==> src/rtl/shift_engine.sv <==
// ---------------------------------------------------------------------------
// shift_engine
//
// Purpose:
//   Frame-based parallel-in / parallel-out shift register. A frame begins
//   when start is seen while idle; the parallel word is loaded and then
//   exactly WIDTH shift strobes (peripheralClkEdge) are accepted. On each
//   accepted strobe one bit enters from serialDataIn while serialDataOut
//   presents the outgoing bit. A one-cycle done pulse follows the final
//   shift. Strobes while idle and start requests during a frame are ignored.
//
// Optional feature (macro SHIFT_ENGINE_LSB_FIRST_EN):
//   Adds the lsbFirst input. It is sampled at frame start and held for the
//   whole frame. With the macro undefined the engine is MSB-first only.
//
// Parameters:
//   WIDTH  shift register width in bits (legal 2..32)
//
// Ports:
//   clk                in   system clock, all state on rising edge
//   reset              in   synchronous active-high reset
//   peripheralClkEdge  in   one-cycle shift strobe
//   start              in   frame start request (honoured only when idle)
//   parallelDataIn     in   word loaded at frame start
//   serialDataIn       in   bit shifted in on each accepted strobe
//   lsbFirst           in   (macro only) shift direction for the next frame
//   parallelDataOut    out  current register contents
//   serialDataOut      out  outgoing bit (MSB, or LSB in LSB-first frames)
//   busy               out  high while a frame is in progress
//   done               out  one-cycle pulse after the final shift
//
// State table:
//   state | meaning
//   IDLE  | no frame; waiting for start, strobes ignored
//   SHIFT | frame in progress; each strobe shifts one bit
// ---------------------------------------------------------------------------
module shift_engine #(
    parameter int WIDTH = 8
) (
    input  logic             clk,
    input  logic             reset,
    input  logic             peripheralClkEdge,
    input  logic             start,
    input  logic [WIDTH-1:0] parallelDataIn,
    input  logic             serialDataIn,
`ifdef SHIFT_ENGINE_LSB_FIRST_EN
    input  logic             lsbFirst,
`endif
    output logic [WIDTH-1:0] parallelDataOut,
    output logic             serialDataOut,
    output logic             busy,
    output logic             done
);

    localparam int CNT_W = $clog2(WIDTH);
    localparam logic [CNT_W-1:0] CNT_LAST = CNT_W'(WIDTH - 1);

    typedef enum logic {
        IDLE  = 1'b0,
        SHIFT = 1'b1
    } state_t;

    state_t             state_q, state_d;
    logic [WIDTH-1:0]   shift_q, shift_d;
    logic [CNT_W-1:0]   cnt_q, cnt_d;
    logic               done_q, done_d;

`ifdef SHIFT_ENGINE_LSB_FIRST_EN
    // Direction latched at frame start so mid-frame changes on lsbFirst
    // cannot corrupt a frame in flight.
    logic               lsb_q, lsb_d;
`endif

    always_ff @(posedge clk) begin
        if (reset) begin
            state_q <= IDLE;
            shift_q <= '0;
            cnt_q   <= '0;
            done_q  <= 1'b0;
`ifdef SHIFT_ENGINE_LSB_FIRST_EN
            lsb_q   <= 1'b0;
`endif
        end else begin
            state_q <= state_d;
            shift_q <= shift_d;
            cnt_q   <= cnt_d;
            done_q  <= done_d;
`ifdef SHIFT_ENGINE_LSB_FIRST_EN
            lsb_q   <= lsb_d;
`endif
        end
    end

    always_comb begin
        state_d = state_q;
        shift_d = shift_q;
        cnt_d   = cnt_q;
        done_d  = 1'b0;
`ifdef SHIFT_ENGINE_LSB_FIRST_EN
        lsb_d   = lsb_q;
`endif

        unique case (state_q)
            IDLE: begin
                if (start) begin
                    shift_d = parallelDataIn;
                    cnt_d   = '0;
                    state_d = SHIFT;
`ifdef SHIFT_ENGINE_LSB_FIRST_EN
                    lsb_d   = lsbFirst;
`endif
                end
            end

            SHIFT: begin
                if (peripheralClkEdge) begin
`ifdef SHIFT_ENGINE_LSB_FIRST_EN
                    if (lsb_q) begin
                        shift_d = {serialDataIn, shift_q[WIDTH-1:1]};
                    end else begin
                        shift_d = {shift_q[WIDTH-2:0], serialDataIn};
                    end
`else
                    shift_d = {shift_q[WIDTH-2:0], serialDataIn};
`endif
                    // Counter stops at WIDTH-1: the last strobe closes the
                    // frame instead of incrementing.
                    if (cnt_q == CNT_LAST) begin
                        cnt_d   = '0;
                        state_d = IDLE;
                        done_d  = 1'b1;
                    end else begin
                        cnt_d   = cnt_q + CNT_W'(1);
                    end
                end
            end

            default: begin
                state_d = IDLE;
            end
        endcase
    end

    assign parallelDataOut = shift_q;
    assign busy            = (state_q == SHIFT);
    assign done            = done_q;

`ifdef SHIFT_ENGINE_LSB_FIRST_EN
    assign serialDataOut = lsb_q ? shift_q[0] : shift_q[WIDTH-1];
`else
    assign serialDataOut = shift_q[WIDTH-1];
`endif

endmodule

==> config.mk <==
export PLATFORM = sky130hd
export DESIGN_NAME = shift_engine
export DESIGN_NICKNAME = d
export VERILOG_FILES = /design/src/rtl/shift_engine.sv
export SDC_FILE = /design/constraint.sdc
export NUM_CORES = 1
export LEC_CHECK = 0
export CAP_MARGIN = 15
export CORE_UTILIZATION = 43
export DETAILED_ROUTE_END_ITERATION = 8
export PLACE_DENSITY_LB_ADDON = 0.25
export SLEW_MARGIN = 0
export SYNTH_ARGS = -nofsm -noshare
export SYNTH_HDL_FRONTEND = slang
export SYNTH_SLANG_ARGS = --single-unit
==> constraint.sdc <==
create_clock -name clk -period 3.3 [get_ports clk]
set_input_delay 0.66 -clock clk [delete_from_list [all_inputs] [get_ports clk]]
set_output_delay 0.66 -clock clk [all_outputs]
set_load 0.03 [all_outputs]
Yosys cells after proc, flatten, opt, wreduce, memory -nomap -nowiden
Cells that the tools add are included.

storage, ports and cells
  logic and storage cells = 24
  output and inout port bits = 11
  input bits = 13
  register bits = 13

operators by class
  eq/ne operators = 3
  reduce and logical (&&, ||, !) cells = 2
  mux-type cells = 12
  bitwise logic cells = 2
  add/sub/neg operators = 1

operators with widths
  cell                 number
  $mux 8               2
  $pmux 8 s2           1
  $mux 3               3
  $pmux 3 s2           1
  $mux 1               4
  $ne 2x2->1 const B   2
  $add 3x1->3 const B  1
  $eq 3x3->1 const B   1
  $reduce_or 3->1      1
  $not 1->1            2
  $pmux 1 s2           1
  $reduce_and 2->1     1

Depth between registers and ports, before layout
Gate-level depths: netlist of run 1.

  depth after elaboration = 4
  depth in mapped cells = 5
  mapped depth without buffers = 5

Least setup slack after synthesis of run 1
Ideal clock, no wire load.

  path kind = reg-to-reg
  start point = reg state_q (netlist: busy)
  end point = reg shift_q[5] (netlist: parallelDataOut[5])
  data required time = 3.166 ns
  setup slack = 1.898 ns
  cell stages (with the launch flop) = 6
  arrival time = 1.268 ns
  path buffers = 2
  clock period less this slack = 1.402 ns
  cells stage by stage = dfxtp_1 > buf_6 > mux2_4 > buf_6 > nor2_1 > a211oi_1

on the way
  longest elaborated chain between the ends = 3
  elaborated cells between the ends (all ways) = 5

ends and longest elaborated chain
  item                        RTL line  source
  start: declaration          63        state_t state_q, state_d;
  start signal: assignment    84        state_q <= state_d;
  $not 1->1 (no line)         -
  $ne 2x2->1 (no line)        -
  $reduce_and 2->1 (no line)  -
  end signal: assignment      85        shift_q <= shift_d;
  end: declaration            64        logic [WIDTH-1:0] shift_q, shift_d;

Several ways; a longest one is shown, not always the timed one.
A chain may end at the register's enable or synchronous reset.

Worst setup path after layout of run 1
  start point = reg shift_q[3] (netlist: parallelDataOut[3])
  end point = out parallelDataOut[3]

RTL lines
  item              RTL line  source
  end: declaration  49        output logic [WIDTH-1:0] parallelDataOut,

No word-level cell between the ends.

==> results of run 1 <==
[kinds of logic after synthesis]
kind of cell             after synthesis
adder cells (fa/ha/maj)                2
multiplexers                          10
AND/OR/NAND/NOR                       16
AO/OA/AOI/OAI                         11
flip-flops                            13
buffers and inverters                  5
[metal layers]
metal | track usage [%] | vias to the layer above | routed length [um]
li1 | - | 255 | -
met3 | 3.468 | 0 | 81
met4 | 12.07 | 0 | 0
met1 | 22.42 | 204 | 563
met5 | 0 | - | 0
met2 | 26.25 | 20 | 493
[layout make-up]
cell class                 instances  area [um^2]
multi-input combinational         39        281.5
fill                             113        362.8
timing repair buffer              24        237.7
tap                               14        17.52
sequential                        13        260.3
clock buffer                       4        26.28
[placed cells by master (no fill, tap or decap)]
cell type	count
a211oi_1	8
a32oi_1	3
buf_4	1
clkbuf_1	1
clkbuf_4	3
clkdlybuf4s50_1	23
dfxtp_1	13
ha_1	2
mux2_4	1
mux2i_1	9
nand3_1	1
nor2_1	14
nor3b_1	1
[tightest hold or removal path, cell delays in order, from the launching register on]
cell and delay (ps):
dfxtp_1 340, a32oi_1 60, nor2_1 70
[per-stage QoR]
stage	hold WS (ps)	worst slack [ps]
floorplan	457.8	1898
global placement	474.4	1451
detailed placement	494.7	1426
CTS	513.3	1317
global route	535.5	1255
finish	502.3	1324
[how the worst min path moves through the flow]
stage | depth (start not counted) | from | slack (ps) | end
2_1_floorplan | 2 | cnt_q[1] | 460 | cnt_q[1]
3_3_place_gp | 2 | cnt_q[1] | 470 | cnt_q[1]
3_5_place_dp | 2 | cnt_q[1] | 490 | cnt_q[1]
4_1_cts | 2 | cnt_q[1] | 510 | cnt_q[1]
5_1_grt | 2 | parallelDataOut[7] | 540 | parallelDataOut[7]
6_report | 2 | cnt_q[1] | 500 | cnt_q[1]
[flip-flops by register name, summed over array words and instances (netlist names)]
| name | flops |
|---|---|
| busy | 1 |
| parallelDataOut | 8 |
| done | 1 |
| cnt_q | 3 |
[where the power goes]
group          switching, mW  internal [mW]  total [mW]
Clock                 0.0527         0.0469      0.0996
Combinational         0.0501         0.0471      0.0972
Sequential           0.00718          0.168       0.175
Total                  0.110          0.262       0.372
==> key figures, run 1 <==
Timing
  • Final Hold Violating Endpoints: 0
  • Relative slew slack: 68.16%
  • Final setup violation count: 0
  • Final min period: 1976 ps
  • Worst slew pin tran: 476.0 ps
  • Fmax: 0.5061 GHz
  • Fin Clk Skew: 4.948 ps
  • Crit share post-route: 59.88%
  • Setup TNS: 0 ps
  • RSZ-0062 raised after global routing: no
  • Slew Limit Fails: 0

Die
  • Die Span Y: 38.75 um
  • Total core area: 0.001186 mm^2
  • Starting Density: 48.95%
  • Number of I/O pins: 24
  • Die area: 0.001501 mm^2
  • Die Span X: 38.75 um
  • Cell Rows: 12

Global route
  • Largest net degree at the start of global routing: 17
  • Number of global-route vias before repair: 429
  • First-pass GRT wire length: 1.780 mm
  • GR Util All Layers: 17.59%
  • Total grt overflow: 0
  • Antenna violations before repair: 0

Finish
  • Final Net Count: 96
  • Layout Utilization: 69.41%
  • Final Non-Filler Cells: 94
  • Antenna Diode Count: 0
  • Area growth syn-to-layout: 41.81%
  • Layout cells sized above 1: 6.250%
  • Post-route cell area: 823.3 um^2

Power
  • Maximum vdd drop: 0.2360 mV
  • Pwr Total: 0.3718 mW
  • P per Cell Area: 451.6 mW/mm^2
  • Leak: 0.3252 nW

Critical path
  • Reg2reg end: parallelDataOut[4]
  • Crit path kind: reg2out
  • Worst r2r src: busy
  • Worst Path Buf+Inv: 1
  • Crit path cell chain: clkdlybuf4s50_1
  • CP endpoint kind: output pin
  • Worst-path fanout max: 3
  • Reg2Reg Setup Slack: 2000 ps
  • CP max-delay cell: clkdlybuf4s50_1
  • CP startpoint: parallelDataOut[3]
  • Worst setup path end: parallelDataOut[3]
  • R2R cell count: 3
  • Critical path depth: 1
  • Critical Path Source Type: flip-flop
  • Slowest Stage Delay on Critical Path: 680 ps
  • Crit path DAT: 1320 ps
  • Crit path required time: 2640 ps
  • Critical path's top delay family: buffers and inverters

Detailed routing
  • WL per Instance: 12.11 um
  • Routed Antenna Nets: 0
  • Vias per inst: 5.096
  • Routed wire length: 1.138 mm
  • Drt first pass iters: 4
  • DR iter-0 viols: 3
  • DRC: 0
  • Vias: 479

Synth
  • Synthesized flop and latch total: 13
  • Main synth FF type: dfxtp_1
  • Cell Area, Synth: 580.6 um^2
  • Synth top area share: 44.83%
  • Compound-Gate Fraction of Synth Area: 14.87%
  • Asr flop ratio synth: 0%
  • Mean Syn Cell Area: 10.19 um^2
  • Yosys warning count: 0
  • Synth Area in Adders: 4.310%
  • Simple-gate share of the synthesized area: 11.21%
  • Seq/Total Area, Yosys: 44.83%
  • Mapped Nets: 72
  • Synth cell count leaders: 14 x nor2_1, 13 x dfxtp_1, 9 x mux2i_1
  • Post-Syn Instances: 57
  • Largest family of logic cells by synthesized area: multiplexers
  • Post-synth EDFFs: 0
  • Library cells used by synthesis: 13
  • Post-synthesis xor/xnor area fraction: 0%
  • Synth area leaders: dfxtp_1 45%, mux2i_1 16%, a211oi_1 10%
  • Mux share of post-synthesis cell area: 18.10%
  • Yosys top cell by area: dfxtp_1
  • Count leader, synth: nor2_1

Status
  • Status: finished, final reports clean

Clocking
  • Clock transition at the registers of the reported paths: 80 ps
  • CTS Root Cell: clkbuf_4
  • Worst skew pair latency: 280 ps
  • TritonCTS clock tree: done
  • Longest Clk Path Bufs: 2
  • Post-CTS Setup Bufs: 0
  • CTS Hold Bufs: 0
  • CTS buffer count: 3
  • CTS H-tree lvls: 1
  • CTS resizes: 0
  • CTS Sinks: 13

Placed design
  • Final HPWL DP: 808.5 um
  • Placed cells: 90
  • Placed cell areas: 797.0 um^2
  • Port Buffer Count: 23
  • GPL Wtd Cong: 0.7674

Flow run
  • Total of max-cap violations: 0

Worst hold path
  • Hold WC Path Type: reg2reg
Power figures use the tool's default switching activity.
==> run 2, diff against run 1 <==
Settings changed: CORE_UTILIZATION 43 to 40.
Clock period 3.3 ns to 2 ns, I/O delays scaled along.
==> run 2 against run 1 <==
  * Die area up 7.1%
  * Clock skew fell by 2.1 ps
  * Non-clock buffer count unchanged
  * Critical path depth is the same
  * First-iteration DRC count is 67% higher
  * Setup slack worse by 1100 ps
  * Via count grew 2.3%
  * Utilization fell by 6.8 points
  * Largest power group unchanged
  * Critical endpoint is now parallelDataOut[1]
  * Largest cell class unchanged
  * Sequential share of layout area hardly changed
==> key figures, run 2 (synthesized netlist as in run 1, its figures left out) <==
Clocking
  • Clock transition at the registers of the reported paths: 80 ps (about the same)
  • CTS Root Cell: clkbuf_4
  • Longest Clk Path Bufs: 2 (unchanged)
  • CTS Sinks: 13 (unchanged)
  • CTS buffer count: 3 (unchanged)
  • TritonCTS clock tree: done
  • CTS H-tree lvls: 1 (unchanged)
  • Worst skew pair latency: 280 ps (about the same)
  • Post-CTS Setup Bufs: 0 (unchanged)
  • CTS resizes: 0 (unchanged)
  • CTS Hold Bufs: 0 (unchanged)

Status
  • Status: finished, final reports clean

Detailed routing
  • Routed wire length: 1.182 mm (+3.9%)
  • Vias: 490 (+2.3%)
  • Vias per inst: 5.158 (+1.2%)
  • DR iter-0 viols: 5 (+2)
  • Drt first pass iters: 4 (unchanged)
  • Routed Antenna Nets: 0 (unchanged)
  • DRC: 0 (unchanged)
  • WL per Instance: 12.44 um (+2.8%)

Finish
  • Final Net Count: 96 (unchanged)
  • Final Non-Filler Cells: 95 (+1.1%)
  • Layout cells sized above 1: 6.250% (unchanged)
  • Area growth syn-to-layout: 42.03%
  • Commonest cells after routing, fill and taps aside: 23 x clkdlybuf4s50_1, 14 x nor2_1, 13 x dfxtp_1, 9 x mux2i_1, 8 x a211oi_1
  • Most common cell after layout, fill and taps aside: clkdlybuf4s50_1
  • Number of flip-flops in the largest register: 8 (unchanged)
  • Layout Utilization: 62.58% (-6.8 points)
  • Antenna Diode Count: 0 (unchanged)

Global route
  • Antenna violations before repair: 0 (unchanged)
  • GR Util All Layers: 17.58% (about the same)
  • Total grt overflow: 0 (unchanged)
  • Largest net degree at the start of global routing: 17 (unchanged)
  • First-pass GRT wire length: 1.787 mm (+0.39%)
  • Number of global-route vias before repair: 436 (+1.6%)

Critical path
  • CP max-delay cell: clkdlybuf4s50_1
  • Crit path kind: reg2out
  • Critical path depth: 1 (unchanged)
  • Crit path DAT: 1350 ps (+30 ps)
  • Worst-path fanout max: 3 (unchanged)
  • Worst Path Buf+Inv: 1 (unchanged)
  • CP endpoint kind: output pin
  • Crit path cell chain: clkdlybuf4s50_1
  • R2R cell count: 3 (unchanged)
  • Crit path required time: 1600 ps (-1040 ps)
  • Critical Path Source Type: flip-flop
  • Critical path's top delay family: buffers and inverters
  • Slowest Stage Delay on Critical Path: 690 ps (about the same)

Timing
  • Worst slew pin tran: 452.9 ps (-23.15 ps)
  • Final min period: 1753 ps
  • RSZ-0062 raised after global routing: no
  • Relative slew slack: 69.71% (+1.5 points)
  • Final setup violation count: 0 (unchanged)
  • Setup TNS: 0 ps (unchanged)
  • Slew Limit Fails: 0 (unchanged)
  • Fin Clk Skew: 2.820 ps (-2.127 ps)
  • Crit share post-route: 87.67%
  • Fmax: 0.5703 GHz
  • Final Hold Violating Endpoints: 0 (unchanged)

Placed design
  • Placed cells: 91 (+1.1%)
  • Final HPWL DP: 755.6 um (-6.5%)
  • GPL Wtd Cong: 0.7717 (+0.56%)
  • Port Buffer Count: 23 (unchanged)

Worst hold path
  • Hold WC Path Type: reg2reg
  • WHS Path Cells: 2 (unchanged)

Die
  • Die area: 0.001608 mm^2 (+7.1%)
  • Die Span X: 40.10 um (+3.5%)
  • Number of I/O pins: 24 (unchanged)
  • Cell Rows: 13 (+1)
  • Starting Density: 44.06% (-4.9 points)
  • Die Span Y: 40.10 um (+3.5%)
  • Total core area: 0.001318 mm^2 (+11%)

Power
  • Maximum vdd drop: 0.3960 mV (+68%)
  • Leak: 0.3252 nW (unchanged)
  • P per Cell Area: 749.1 mW/mm^2 (+66%)
  • Pwr Total: 0.6177 mW (+66%)

Flow run
  • Total of max-cap violations: 0 (unchanged)
==> run 2: stage by stage <==
stage | hold slack (ps) | worst slack [ps] | cell area [um^2]
floorplan | 457.8 | 597.9 | 580.6
global placement | 479.5 | 390.9 | 798.3
detailed placement | 498.6 | 365.7 | 798.3
CTS | 517.3 | 233.3 | 824.5
global route | 535.4 | 212.0 | 824.5
finish | 509.4 | 246.7 | 824.5
==> run 2: worst register-to-register path, cell delays in order, from the launching register on <==
cell and delay (ps):
dfxtp_1 330, buf_4 240, mux2_4 410, a211oi_1 230
==> run 2: worst paths after layout <==
check / start / endpoint / slack, ps
worst max-delay path: parallelDataOut[1] / parallelDataOut[1] / 250
worst max register to register: busy / parallelDataOut[1] / 700
worst min register to register: cnt_q[1] / cnt_q[1] / 510
worst min-delay path: cnt_q[1] / cnt_q[1] / 510
==> run 2: report_power, final <==
group,total [mW],switching (mW),internal (mW)
Clock,0.168,0.0905,0.0775
Combinational,0.160,0.0821,0.0775
Sequential,0.290,0.0131,0.277
==> run 2: routing by layer <==
metal | vias up | part of all wire [%] | track usage (%)
met5 | - | 0 | 0
met4 | 0 | 2.5 | 17.24
met3 | 4 | 8.4 | 3.889
met2 | 21 | 42 | 25.81
met1 | 212 | 47 | 20.62
li1 | 253 | - | -
==> run 2: final cells by class <==
cell class / count / area [um^2]
fillers: 120 / 493.0
multi-input cells: 39 / 281.5
flip-flops and latches: 13 / 260.3
repair buffers: 24 / 237.7
clock buffers: 4 / 26.28
well taps: 15 / 18.77
